==> config.mk <==
export PLATFORM = sky130hd
export DESIGN_NAME = fir_route_ctrl
export DESIGN_NICKNAME = d
export VERILOG_FILES = /design/src/rtl/fir_route_ctrl_pkg.sv /design/src/rtl/fir_route_ctrl_lane_reg.sv /design/src/rtl/fir_route_ctrl.sv
export SDC_FILE = /design/constraint.sdc
export NUM_CORES = 1
export LEC_CHECK = 0
export BUFFER_PORTS_ARGS = -buffer_cell sky130_fd_sc_hd__buf_2
export CORE_ASPECT_RATIO = 1.25
export CORE_UTILIZATION = 50
export DETAILED_ROUTE_END_ITERATION = 16
export GPL_ROUTABILITY_DRIVEN = 0
export PLACE_DENSITY_LB_ADDON = 0.25
export SETUP_SLACK_MARGIN = 0.4
export SLEW_MARGIN = 5
export SYNTH_ARGS = -nofsm -noshare
export SYNTH_HDL_FRONTEND = slang
export SYNTH_HIERARCHICAL = 1
export SYNTH_SLANG_ARGS = --single-unit
==> constraint.sdc <==
create_clock -name clk -period 3.9 [get_ports clk]
set_input_delay 0.195 -clock clk [delete_from_list [all_inputs] [get_ports clk]]
set_output_delay 0.195 -clock clk [all_outputs]
set_load 0.01 [all_outputs]
==> src/rtl/fir_route_ctrl_pkg.sv <==
// Shared definitions for the FIR input router: state encoding, lane indices
// and the burst-counter width helper.
package fir_route_ctrl_pkg;

    typedef enum logic [1:0] {
        ST_IDLE    = 2'd0,
        ST_BURST_A = 2'd1,
        ST_BURST_B = 2'd2
    } fir_state_e;

    localparam int LANE_A = 0;
    localparam int LANE_B = 1;

    // A one-sample burst still needs a one-bit counter.
    function automatic int cnt_width(input int blk_len);
        return (blk_len > 1) ? $clog2(blk_len) : 1;
    endfunction

endpackage

==> src/rtl/fir_route_ctrl_lane_reg.sv <==
// Single-entry valid/ready output register feeding one downstream FIR lane.
module fir_lane_reg #(
    parameter int N = 16
) (
    input  logic         clk,
    input  logic         rst_n,
    input  logic         load,
    input  logic [N-1:0] load_data,
    input  logic         ready,
    output logic         valid,
    output logic [N-1:0] data
);

    logic         valid_q, valid_d;
    logic [N-1:0] data_q, data_d;

    // A load in the same cycle as a drain keeps the register full with new data.
    always_comb begin
        valid_d = valid_q;
        data_d  = data_q;
        if (load) begin
            valid_d = 1'b1;
            data_d  = load_data;
        end else if (ready) begin
            valid_d = 1'b0;
        end
    end

    always_ff @(posedge clk or negedge rst_n) begin
        if (!rst_n) begin
            valid_q <= 1'b0;
            data_q  <= '0;
        end else begin
            valid_q <= valid_d;
            data_q  <= data_d;
        end
    end

    assign valid = valid_q;
    assign data  = data_q;

endmodule

==> src/rtl/fir_route_ctrl.sv <==
// Routes an upstream sample stream into two FIR lanes in fixed-length bursts,
// alternating lanes when both are enabled.
module fir_route_ctrl
    import fir_route_ctrl_pkg::*;
#(
    parameter int N       = 16,
    parameter int BLK_LEN = 8
) (
    input  logic         clk,
    input  logic         rst_n,
    input  logic [N-1:0] in_data,
    input  logic         in_valid,
    output logic         in_ready,
    input  logic [1:0]   lane_en,
    output logic [N-1:0] a_data,
    output logic [N-1:0] b_data,
    output logic         a_valid,
    output logic         b_valid,
    input  logic         a_ready,
    input  logic         b_ready,
    output logic         sel,
    output logic         burst_done
);

    localparam int               CNT_W    = cnt_width(BLK_LEN);
    localparam logic [CNT_W-1:0] CNT_LAST = CNT_W'(BLK_LEN - 1);

    fir_state_e       state_q, state_d;
    logic [CNT_W-1:0] cnt_q, cnt_d;
    logic             sel_q, sel_d;
    logic             accept, load_a, load_b;

    always_ff @(posedge clk or negedge rst_n) begin
        if (!rst_n) begin
            state_q <= ST_IDLE;
            cnt_q   <= '0;
            sel_q   <= 1'b0;
        end else begin
            state_q <= state_d;
            cnt_q   <= cnt_d;
            sel_q   <= sel_d;
        end
    end

    // lane_en is only consulted in IDLE and on the last transfer of a burst.
    always_comb begin
        state_d = state_q;
        cnt_d   = cnt_q;
        case (state_q)
            ST_IDLE: begin
                if (lane_en[LANE_A])      state_d = ST_BURST_A;
                else if (lane_en == 2'b10) state_d = ST_BURST_B;
            end
            ST_BURST_A, ST_BURST_B: begin
                if (accept) begin
                    if (cnt_q == CNT_LAST) begin
                        cnt_d = '0;
                        if (state_q == ST_BURST_A)
                            state_d = lane_en[LANE_B] ? ST_BURST_B :
                                      lane_en[LANE_A] ? ST_BURST_A : ST_IDLE;
                        else
                            state_d = lane_en[LANE_A] ? ST_BURST_A :
                                      lane_en[LANE_B] ? ST_BURST_B : ST_IDLE;
                    end else begin
                        cnt_d = cnt_q + CNT_W'(1);
                    end
                end
            end
            default: state_d = ST_IDLE;
        endcase
        sel_d = (state_d == ST_BURST_B);
    end

    always_comb begin
        in_ready = 1'b0;
        case (state_q)
            ST_BURST_A: in_ready = !a_valid || a_ready;
            ST_BURST_B: in_ready = !b_valid || b_ready;
            default:    in_ready = 1'b0;
        endcase
        accept     = in_valid && in_ready;
        burst_done = accept && (cnt_q == CNT_LAST);
        load_a     = accept && (state_q == ST_BURST_A);
        load_b     = accept && (state_q == ST_BURST_B);
    end

    assign sel = sel_q;

    fir_lane_reg #(.N(N)) u_lane_a (
        .clk       (clk),
        .rst_n     (rst_n),
        .load      (load_a),
        .load_data (in_data),
        .ready     (a_ready),
        .valid     (a_valid),
        .data      (a_data)
    );

    fir_lane_reg #(.N(N)) u_lane_b (
        .clk       (clk),
        .rst_n     (rst_n),
        .load      (load_b),
        .load_data (in_data),
        .ready     (b_ready),
        .valid     (b_valid),
        .data      (b_data)
    );

endmodule

==> results of run 1 <==
## worst max-delay path, stage by stage, from the launching register on
cell     delay [ns]
dfrtp_1        0.41
inv_1          0.17
ha_1           0.23
nand2_1        0.10
o22ai_4        0.24
and3_1         0.84
mux2_2         0.42
## state kept, by name (all words and copies together) (netlist names)
name,flops
u_lane_a/valid,1
state_q,2
sel,1
u_lane_b/data,16
u_lane_a/data,16
cnt_q,3
u_lane_b/valid,1
## path summary, 6_finish.rpt
path                                               startpoint                            end  slack (ns)  cells past startpoint
worst max-delay path                     state_q[1]$_DFF_PN0_  u_lane_b/data[15]$_DFFE_PN0P_        1.38                      6
worst min-delay path                                    rst_n  u_lane_b/data[11]$_DFFE_PN0P_        0.01                      1
worst max register to register           state_q[1]$_DFF_PN0_  u_lane_b/data[15]$_DFFE_PN0P_        1.38                      6
worst min register to register  u_lane_a/data[15]$_DFFE_PN0P_  u_lane_a/data[15]$_DFFE_PN0P_        0.51                      1
max in group asynchronous                               rst_n           state_q[0]$_DFF_PN0_        3.36                      1
min in group clk                                  in_data[15]  u_lane_a/data[15]$_DFFE_PN0P_        0.15                      2
## cells by family (layout without fill, tap and decap cells)
kind of cell | count (synthesis) | count (layout)
compound gates | 10 | 10
fa+ha+maj | 7 | 7
buf+inv | 10 | 73
flops | 40 | 40
mux | 36 | 36
simple gates | 20 | 20
## per-stage QoR
step | cell area, um2 | utilization, % | cells | hold slack, ns
2_1_floorplan | 1870 | - | 123 | -0.101
3_5_place_dp | 2150 | 61.1 | 217 | 0.353
4_1_cts | 2250 | 64.2 | 225 | 0.0316
3_3_place_gp | 2150 | 61.1 | 217 | 0.344
5_1_grt | 2250 | 64.2 | 225 | 0.0902
6_report | 2250 | 64.2 | 225 | 0.0135
## final cells by class
type	instances	area share, %
clock inverter	2	1.55
inverter	6	0.999
multi-input combinational	73	34.6
sequential	40	44.4
clock buffer	6	3.22
timing repair buffer	59	13.1
tap	39	2.16
## power groups by stage
stage / combinational [mW] / clock (mW) / sequential [mW]
floorplan: 0.465 / 0 / 0.813
finish: 0.805 / 0.323 / 0.730
CTS: 0.816 / 0.334 / 0.732
global placement: 0.792 / 0 / 0.728
global route: 0.884 / 0.350 / 0.755
detailed placement: 0.812 / 0 / 0.737
## synth_stat cells (2+ instances only)
master	number
buf_6	2
dfrtp_1	40
mux2_4	18
mux2_2	18
and3_1	3
inv_1	5
nor2_1	2
ha_1	7
o22ai_1	2
nand2_1	6
buf_12	2
a21oi_1	2
nand2b_1	2
a21o_2	2
## layer usage
| metal | global-route usage (%) | up-vias | routed length (um) | share of wire, % |
|---|---|---|---|---|
| met5 | 0 | - | 0 | 0 |
| met4 | 8.13 | 0 | 53 | 1.6 |
| met3 | 6.48 | 7 | 218 | 6.5 |
| met2 | 32.2 | 49 | 1790 | 54 |
| met1 | 21.8 | 590 | 1280 | 38 |
| li1 | - | 554 | - | - |
==> results_dict.tcl, run 1 <==
set metrics [dict create \
    htreeDepth 2 \
    initial_utilization_pct 53.1 \
    drc 0 \
    synth_async_sr_flop_share_pct 100 \
    groute.usage.overall_pct 19.1 \
    final_max_slew_viol_count 0 \
    timing.final.ws_setup_ns 1.38 \
    yosys_warnings 6 \
    synth_seq_cells 40 \
    antenna_found_initial 0 \
    ys_top_cells_by_area "dfrtp_1 54%, mux2_4 14%, mux2_2 11%" \
    fp.dieW_um 56.6 \
    area_delta_synth_final_pct 20.9 \
    synthAdderAreaFrac_pct 4.69 \
    synth_cell_type_count 26 \
    cts_buffer_depth 2 \
    power.density_nw_per_um2 824 \
    power.share.clock_pct 17.4 \
    routedWlPerCell_um 14.8 \
    port_buffers 59 \
    synth-compound-area-share_pct 5.03 \
    num_antenna_cells 0 \
    synth_nets 153 \
    clkSinkCount 40 \
    worstSetupPathType "flip-flop to flip-flop" \
    yosysTopAreaCellShare_pct 53.7 \
    fillers 282 \
    leakagePower_nw 1.20 \
    register_area_um2 1000 \
    layout_commonest_cell "buf_2" \
    ys_seq_area_share_pct 53.7 \
    fmax_mhz 397 \
    die_y_um 70.3 \
    multiInputGateArea_um2 779 \
    wl_um 3340 \
    power_frac_seq_pct 39.3 \
    core_region_area_um2 3510 \
    p_comb_share_pct 43.3 \
    synthFlopType "dfrtp_1" \
    drv_cap 0 \
    cts-root-buf "clkbuf_8" \
    synth_area_per_cell_um2 15.2 \
    yosys.area.top_type "dfrtp_1" \
    cts_setup_buffers 0 \
    crit_fanout 17 \
    fin_nets 215 \
    synth_edf_count 0 \
    critPathArrivalTime_ns 2.69 \
    netSwitchingPower_mw 0.605 \
    dpl_worst_slack_ns 1.36 \
    drive_gt1_share_pct 59.1 \
    netlist_instances 123 \
    vias 1200 \
    drt-initial-drc-count 27 \
    tightestPinTransition_ns 0.963 \
    yosys-mux-area-fraction_pct 25.4 \
    clock_latency_ns 0.29 \
    fp-row-count 24 \
    rsz0062_at_grt "false" \
    setup_viol 0 \
    grt_pass1_vias 1250 \
    period_share_pct 64.5 \
    finalPower_mw 1.86 \
    ctsHoldBuffers 0 \
    p_sw_share_pct 32.6 \
    cts_resized 0 \
    outcome "complete, no violations" \
    endpoint_kind "flip-flop" \
    grt_max_degree 41 \
    start_kind "flip-flop" \
    die_area_um2 3980 \
    hold_class "primary input to async pin" \
    dp_hpwl_um 2430 \
    path_clk_slew_ns 0.07 \
    layout_min_cycle_time_ns 2.52 \
    final_cell_mix "59 x buf_2, 40 x dfrtp_1, 18 x mux2_2, 18 x mux2_4, 7 x ha_1" \
    numCtsBuffers 5 \
    hold_violations 0 \
    grt_overflow 0 \
    synth_area_um2 1870 \
    ant_nets 0 \
    cts_tree "built" \
    synth-xor-area-share_pct 0 \
    p_int_mw 1.25 \
    grt_pass1_wl_um 5730 \
    finClkSkew_ns 0.00362 \
    firstDrtPassIters 4 \
    crit_required_ns 4.08 \
    relSlewSlack_pct 35.8 \
    ios 60 \
    vias_per_cell 5.33 \
    synth_top_family_by_area "multiplexers" \
    ir_drop_uv 561 \
    synth_simple_gate_area_share_pct 6.71 \
    tns_ns 0 \
]
Power figures use the tool's default switching activity.
==> inputs of run 2 (changes only) <==
Settings changed: CORE_UTILIZATION 50 to 45.
Clock period 3.9 ns to 2.3 ns, I/O delays scaled along.
==> results_dict.tcl, run 2 (synthesis results as in run 1) <==
set metrics [dict create \
    met3_usage_pct 3.83 \
    endpoint_kind "flip-flop" \
    max_stage_delay_ns 0.46 \
    leakagePower_nw 1.24 \
    grt-busiest-layer "met2" \
    die_area_um2 4410 \
    grt_pass1_wl_um 5220 \
    p_comb_share_pct 46.9 \
    grt_max_degree 41 \
    firstDrtPassIters 3 \
    worstSetupPathType "flip-flop to flip-flop" \
    ir_drop_uv 544 \
    outcome "complete, no violations" \
    whs_path_depth 2 \
    drt-initial-drc-count 39 \
    setup_viol 0 \
    crit_required_ns 2.47 \
    htreeDepth 2 \
    vias_per_cell 4.92 \
    cts_tree "built" \
    power_frac_seq_pct 39.0 \
    die_y_um 74.0 \
    ios 60 \
    cts-root-buf "clkbuf_8" \
    tns_ns 0 \
    crit_fanout 8 \
    p_sw_share_pct 33.7 \
    path_clk_slew_ns 0.08 \
    final_area_um2 2370 \
    period_share_pct 79.7 \
    wl_um 3470 \
    crit_chain "inv_1 > ha_1 > nand2_1 > o22ai_4 > and3_4 > buf_4 > mux2_2" \
    dpl_worst_slack_ns 0.278 \
    layout_commonest_cell "buf_2" \
    use_met1_pct 18.4 \
    relSlewSlack_pct 42.0 \
    reg2reg_depth 7 \
    critPathArrivalTime_ns 2.01 \
    crit_family "flip-flops" \
    layout_min_cycle_time_ns 1.83 \
    fmax_mhz 545 \
    cts_buffer_depth 2 \
    fin_nets 224 \
    start_kind "flip-flop" \
    worst-path-buf-inv 2 \
    clkSinkCount 40 \
    crit_cells 7 \
    dpl_cell_area_um2 2200 \
    final_cell_mix "59 x buf_2, 39 x dfrtp_1, 18 x mux2_2, 18 x mux2_4" \
    initial_utilization_pct 48.1 \
    grt_overflow 0 \
    antenna_found_initial 0 \
    area_delta_synth_final_pct 26.8 \
    netSwitchingPower_mw 1.07 \
    drive_gt1_share_pct 64.1 \
    num_antenna_cells 0 \
    fp.dieW_um 59.6 \
    fp-row-count 25 \
    vias 1225 \
    rsz0062_at_grt "false" \
    routedWlPerCell_um 13.9 \
    grt_pass1_vias 1165 \
    fillers 316 \
    p_int_mw 2.10 \
    drc 0 \
    numCtsBuffers 5 \
    final_max_slew_viol_count 0 \
    hold_violations 0 \
    power.density_nw_per_um2 1340 \
    clock_latency_ns 0.29 \
    ant_nets 0 \
    core_region_area_um2 3880 \
    timing.final.ws_setup_ns 0.466 \
    tightestPinTransition_ns 0.870 \
    dp_hpwl_um 2450 \
    port_buffers 59 \
    finish.utilization_pct 61.0 \
    power.share.clock_pct 14.1 \
    cp_slowest_cell "dfrtp_2" \
    groute.usage.overall_pct 16.0 \
    finClkSkew_ns 0.00498 \
    drv_cap 0 \
    met2_usage_pct 27.7 \
    hold_class "primary input to flip-flop" \
]
run 2: stage by stage:
step	instances	total power, mW	hold slack, ns
2_1_floorplan	123	2.17	-0.181
3_3_place_gp	235	2.59	0.273
3_5_place_dp	235	2.64	0.283
4_1_cts	246	3.14	0.0595
5_1_grt	249	3.38	0.0647
6_report	249	3.16	0.0721
run 2: cell type report:
type	instances	area, um2	area share, %
clock buffers	5	68.8	2.91
multi-input cells	73	805	34.0
well taps	54	67.6	2.86
clock inverters	3	18.8	0.793
flip-flops and latches	40	1000	42.4
inverters	6	22.5	0.952
repair buffers	68	382	16.1
run 2: power by group through the flow:
stage	sequential (mW)	clock [mW]	combinational (mW)
after global routing	1.28	0.494	1.61
after CTS	1.24	0.468	1.44
final	1.23	0.445	1.48
after floorplan	1.38	0	0.788
after global placement	1.23	0	1.36
after detailed placement	1.24	0	1.40
run 2: per-layer routing:
| metal | up-vias | part of all wire (%) |
|---|---|---|
| met2 | 38 | 49 |
| li1 | 575 | - |
| met3 | 5 | 4.7 |
| met5 | - | 0 |
| met4 | 0 | 1.2 |
| met1 | 607 | 45 |
run 2: worst reg2reg max path, delay by kind of cell, from the launching register on:
kind | cells | cell delay (ns)
adder cells (fa/ha/maj) | 1 | 0.20
flip-flops | 1 | 0.46
multiplexers | 1 | 0.35
AND/OR/NAND/NOR | 2 | 0.31
AO/OA/AOI/OAI | 1 | 0.12
buffers and inverters | 2 | 0.28
run 2: path summary, 6_finish.rpt:
| kind | from | end | slack [ns] |
|---|---|---|---|
| max | state_q[0]$_DFF_PN0_ | u_lane_b/data[13]$_DFFE_PN0P_ | 0.47 |
| min | in_data[1] | u_lane_a/data[1]$_DFFE_PN0P_ | 0.07 |
| max reg2reg | state_q[0]$_DFF_PN0_ | u_lane_b/data[13]$_DFFE_PN0P_ | 0.47 |
| min reg2reg | u_lane_b/data[14]$_DFFE_PN0P_ | u_lane_b/data[14]$_DFFE_PN0P_ | 0.51 |
| max in group asynchronous | rst_n | state_q[0]$_DFF_PN0_ | 1.20 |
| min in group asynchronous | rst_n | u_lane_a/data[5]$_DFFE_PN0P_ | 0.51 |
run 2: repair_timing:
item	4_1_cts	5_1_grt
pin swaps	1	0
gates resized for setup	5	3
setup endpoints to repair	32	35
buffers inserted	2	3
hold buffers	1	0
endpoints found under the hold margin	40	0
==> inputs of run 3 (changes only) <==
Clock period 2.3 ns to 1.6 ns, I/O delays scaled along.
==> results_dict.tcl, run 3 (synthesis results as in run 1) <==
set metrics [dict create \
    outcome "finished with violations" \
    violations "negative setup slack" \
    rr_startpoint "state_q[1]$_DFF_PN0_" \
    fp-row-count 25 \
    clkSinkCount 40 \
    hold_class "primary input to flip-flop" \
    firstDrtPassIters 4 \
    min_from "in_data[5]" \
    initial_utilization_pct 48.1 \
    die_area_um2 4410 \
    whs_path_depth 2 \
    num_antenna_cells 0 \
    leakagePower_nw 1.36 \
    dpl_cell_area_um2 2320 \
    relSlewSlack_pct 70.2 \
    routedWlPerCell_um 15.2 \
    tightestPinTransition_ns 0.448 \
    final_cells 261 \
    critPathArrivalTime_ns 1.91 \
    groute.usage.overall_pct 19.1 \
    numCtsBuffers 5 \
    crit_required_ns 1.78 \
    finalPower_mw 4.97 \
    path_clk_slew_ns 0.08 \
    grt_max_degree 38 \
    crit_fanout 8 \
    fillers 298 \
    power.density_nw_per_um2 1910 \
    grt_pass1_vias 1308 \
    start_kind "flip-flop" \
    worstSetupPathType "flip-flop to flip-flop" \
    cts-root-buf "clkbuf_8" \
    period_share_pct 108 \
    setup_viol 38 \
    port_buffers 59 \
    dp_hpwl_um 2700 \
    cts_tree "built" \
    ios 60 \
    cts_buffer_depth 2 \
    grt_pass1_wl_um 6130 \
    rsz0062_at_grt "true" \
    drv_cap 0 \
    layout_commonest_cell "buf_2" \
    drc 0 \
    finClkSkew_ns 0.00585 \
    die_y_um 74.0 \
    htreeDepth 2 \
    timing.final.ws_setup_ns -0.132 \
    final_area_um2 2610 \
    grt_overflow 0 \
    core_region_area_um2 3880 \
    area_delta_synth_final_pct 39.6 \
    vias 1284 \
    hold_violations 0 \
    timing.rr.end "u_lane_b/data[2]$_DFFE_PN0P_" \
    antenna_found_initial 0 \
    fin_nets 236 \
    reg2reg_depth 7 \
    layout_min_cycle_time_ns 1.73 \
    fmax_mhz 577 \
    timing.hold.ws_ns 0.0313 \
    vias_per_cell 4.92 \
    ant_nets 0 \
    clock_latency_ns 0.29 \
    min_to "u_lane_b/data[5]$_DFFE_PN0P_" \
    tns_ns -3.86 \
    fp.dieW_um 59.6 \
    r2r_slack_ns -0.13 \
    final_cell_mix "59 x buf_2, 39 x dfrtp_1, 32 x mux2_4" \
    dpl.cell_count 247 \
    endpoint_kind "flip-flop" \
    drive_gt1_share_pct 68.6 \
    final_max_slew_viol_count 0 \
    ir_drop_uv 895 \
    drt-initial-drc-count 24 \
    wl_um 3970 \
]
## run 3: cell types whose count changed in the layout (fill, tap and decap cells not counted), moves of 2 or more
| cell | change |
|---|---|
| mux2_2 | -14 |
| buf_12 | +2 |
| buf_4 | +8 |
| mux2_4 | +14 |
| nand2_1 | -3 |
| nand2_4 | +2 |
## run 3: layer usage
layer	up-vias	global-route usage [%]	share of wire [%]
li1	591	-	-
met1	645	21.6	40
met2	44	34.3	54
met3	4	3.30	4.7
met4	0	9.30	1.1
met5	-	0	0
## run 3: what timing repair did
item / in CTS / in global routing
buffers inserted: 2 / 1
gates cloned: 1 / 1
pin swaps: 5 / 5
endpoints found under the hold margin: 40 / 0
endpoints found under the setup margin: 42 / 42
gates resized for setup: 28 / 3
hold buffers: 1 / 0
## run 3: critical path, stage by stage (launching register included)
cell and delay (ns):
dfrtp_1 0.40, buf_4 0.15, ha_4 0.16, buf_4 0.13, buf_4 0.13, and3_4 0.20
buf_12 0.15, mux2_4 0.29
## run 3: layout make-up
cell class | instances | area, um2 | share of cell area (%)
clock buffers | 6 | 72.6 | 2.79
clock inverters | 2 | 12.5 | 0.480
inverters | 6 | 22.5 | 0.865
multi-input cells | 73 | 893 | 34.3
flip-flops and latches | 40 | 1000 | 38.5
well taps | 54 | 67.6 | 2.59
repair buffers | 80 | 534 | 20.5
## run 3: how the worst max path moves through the flow
stage / cells past startpoint / slack (ns) / endpoint / start
4_1_cts: 7 / -0.13 / burst_done / state_q[1]$_DFF_PN0_
5_1_grt: 7 / -0.17 / burst_done / state_q[0]$_DFF_PN0_
2_1_floorplan: 8 / -0.21 / u_lane_a/data[10]$_DFFE_PN0P_ / state_q[1]$_DFF_PN0_
6_report: 7 / -0.13 / u_lane_b/data[2]$_DFFE_PN0P_ / state_q[1]$_DFF_PN0_
3_5_place_dp: 7 / -0.17 / u_lane_b/data[15]$_DFFE_PN0P_ / state_q[0]$_DFF_PN0_
3_3_place_gp: 7 / -0.09 / u_lane_b/data[1]$_DFFE_PN0P_ / state_q[0]$_DFF_PN0_
## run 3: stage by stage
stage / util, % / setup slack, ns
after floorplan: - / -0.210
final: 67.2 / -0.132
after global placement: 59.7 / -0.0927
after CTS: 66.0 / -0.128
after global routing: 67.2 / -0.168
after detailed placement: 59.7 / -0.166
## run 3: where the power goes
| group | internal [mW] | total, mW | switching (mW) |
|---|---|---|---|
| combinational | 1.48 | 2.54 | 1.06 |
| sequential | 1.51 | 1.79 | 0.280 |
| clock | 0.304 | 0.638 | 0.334 |
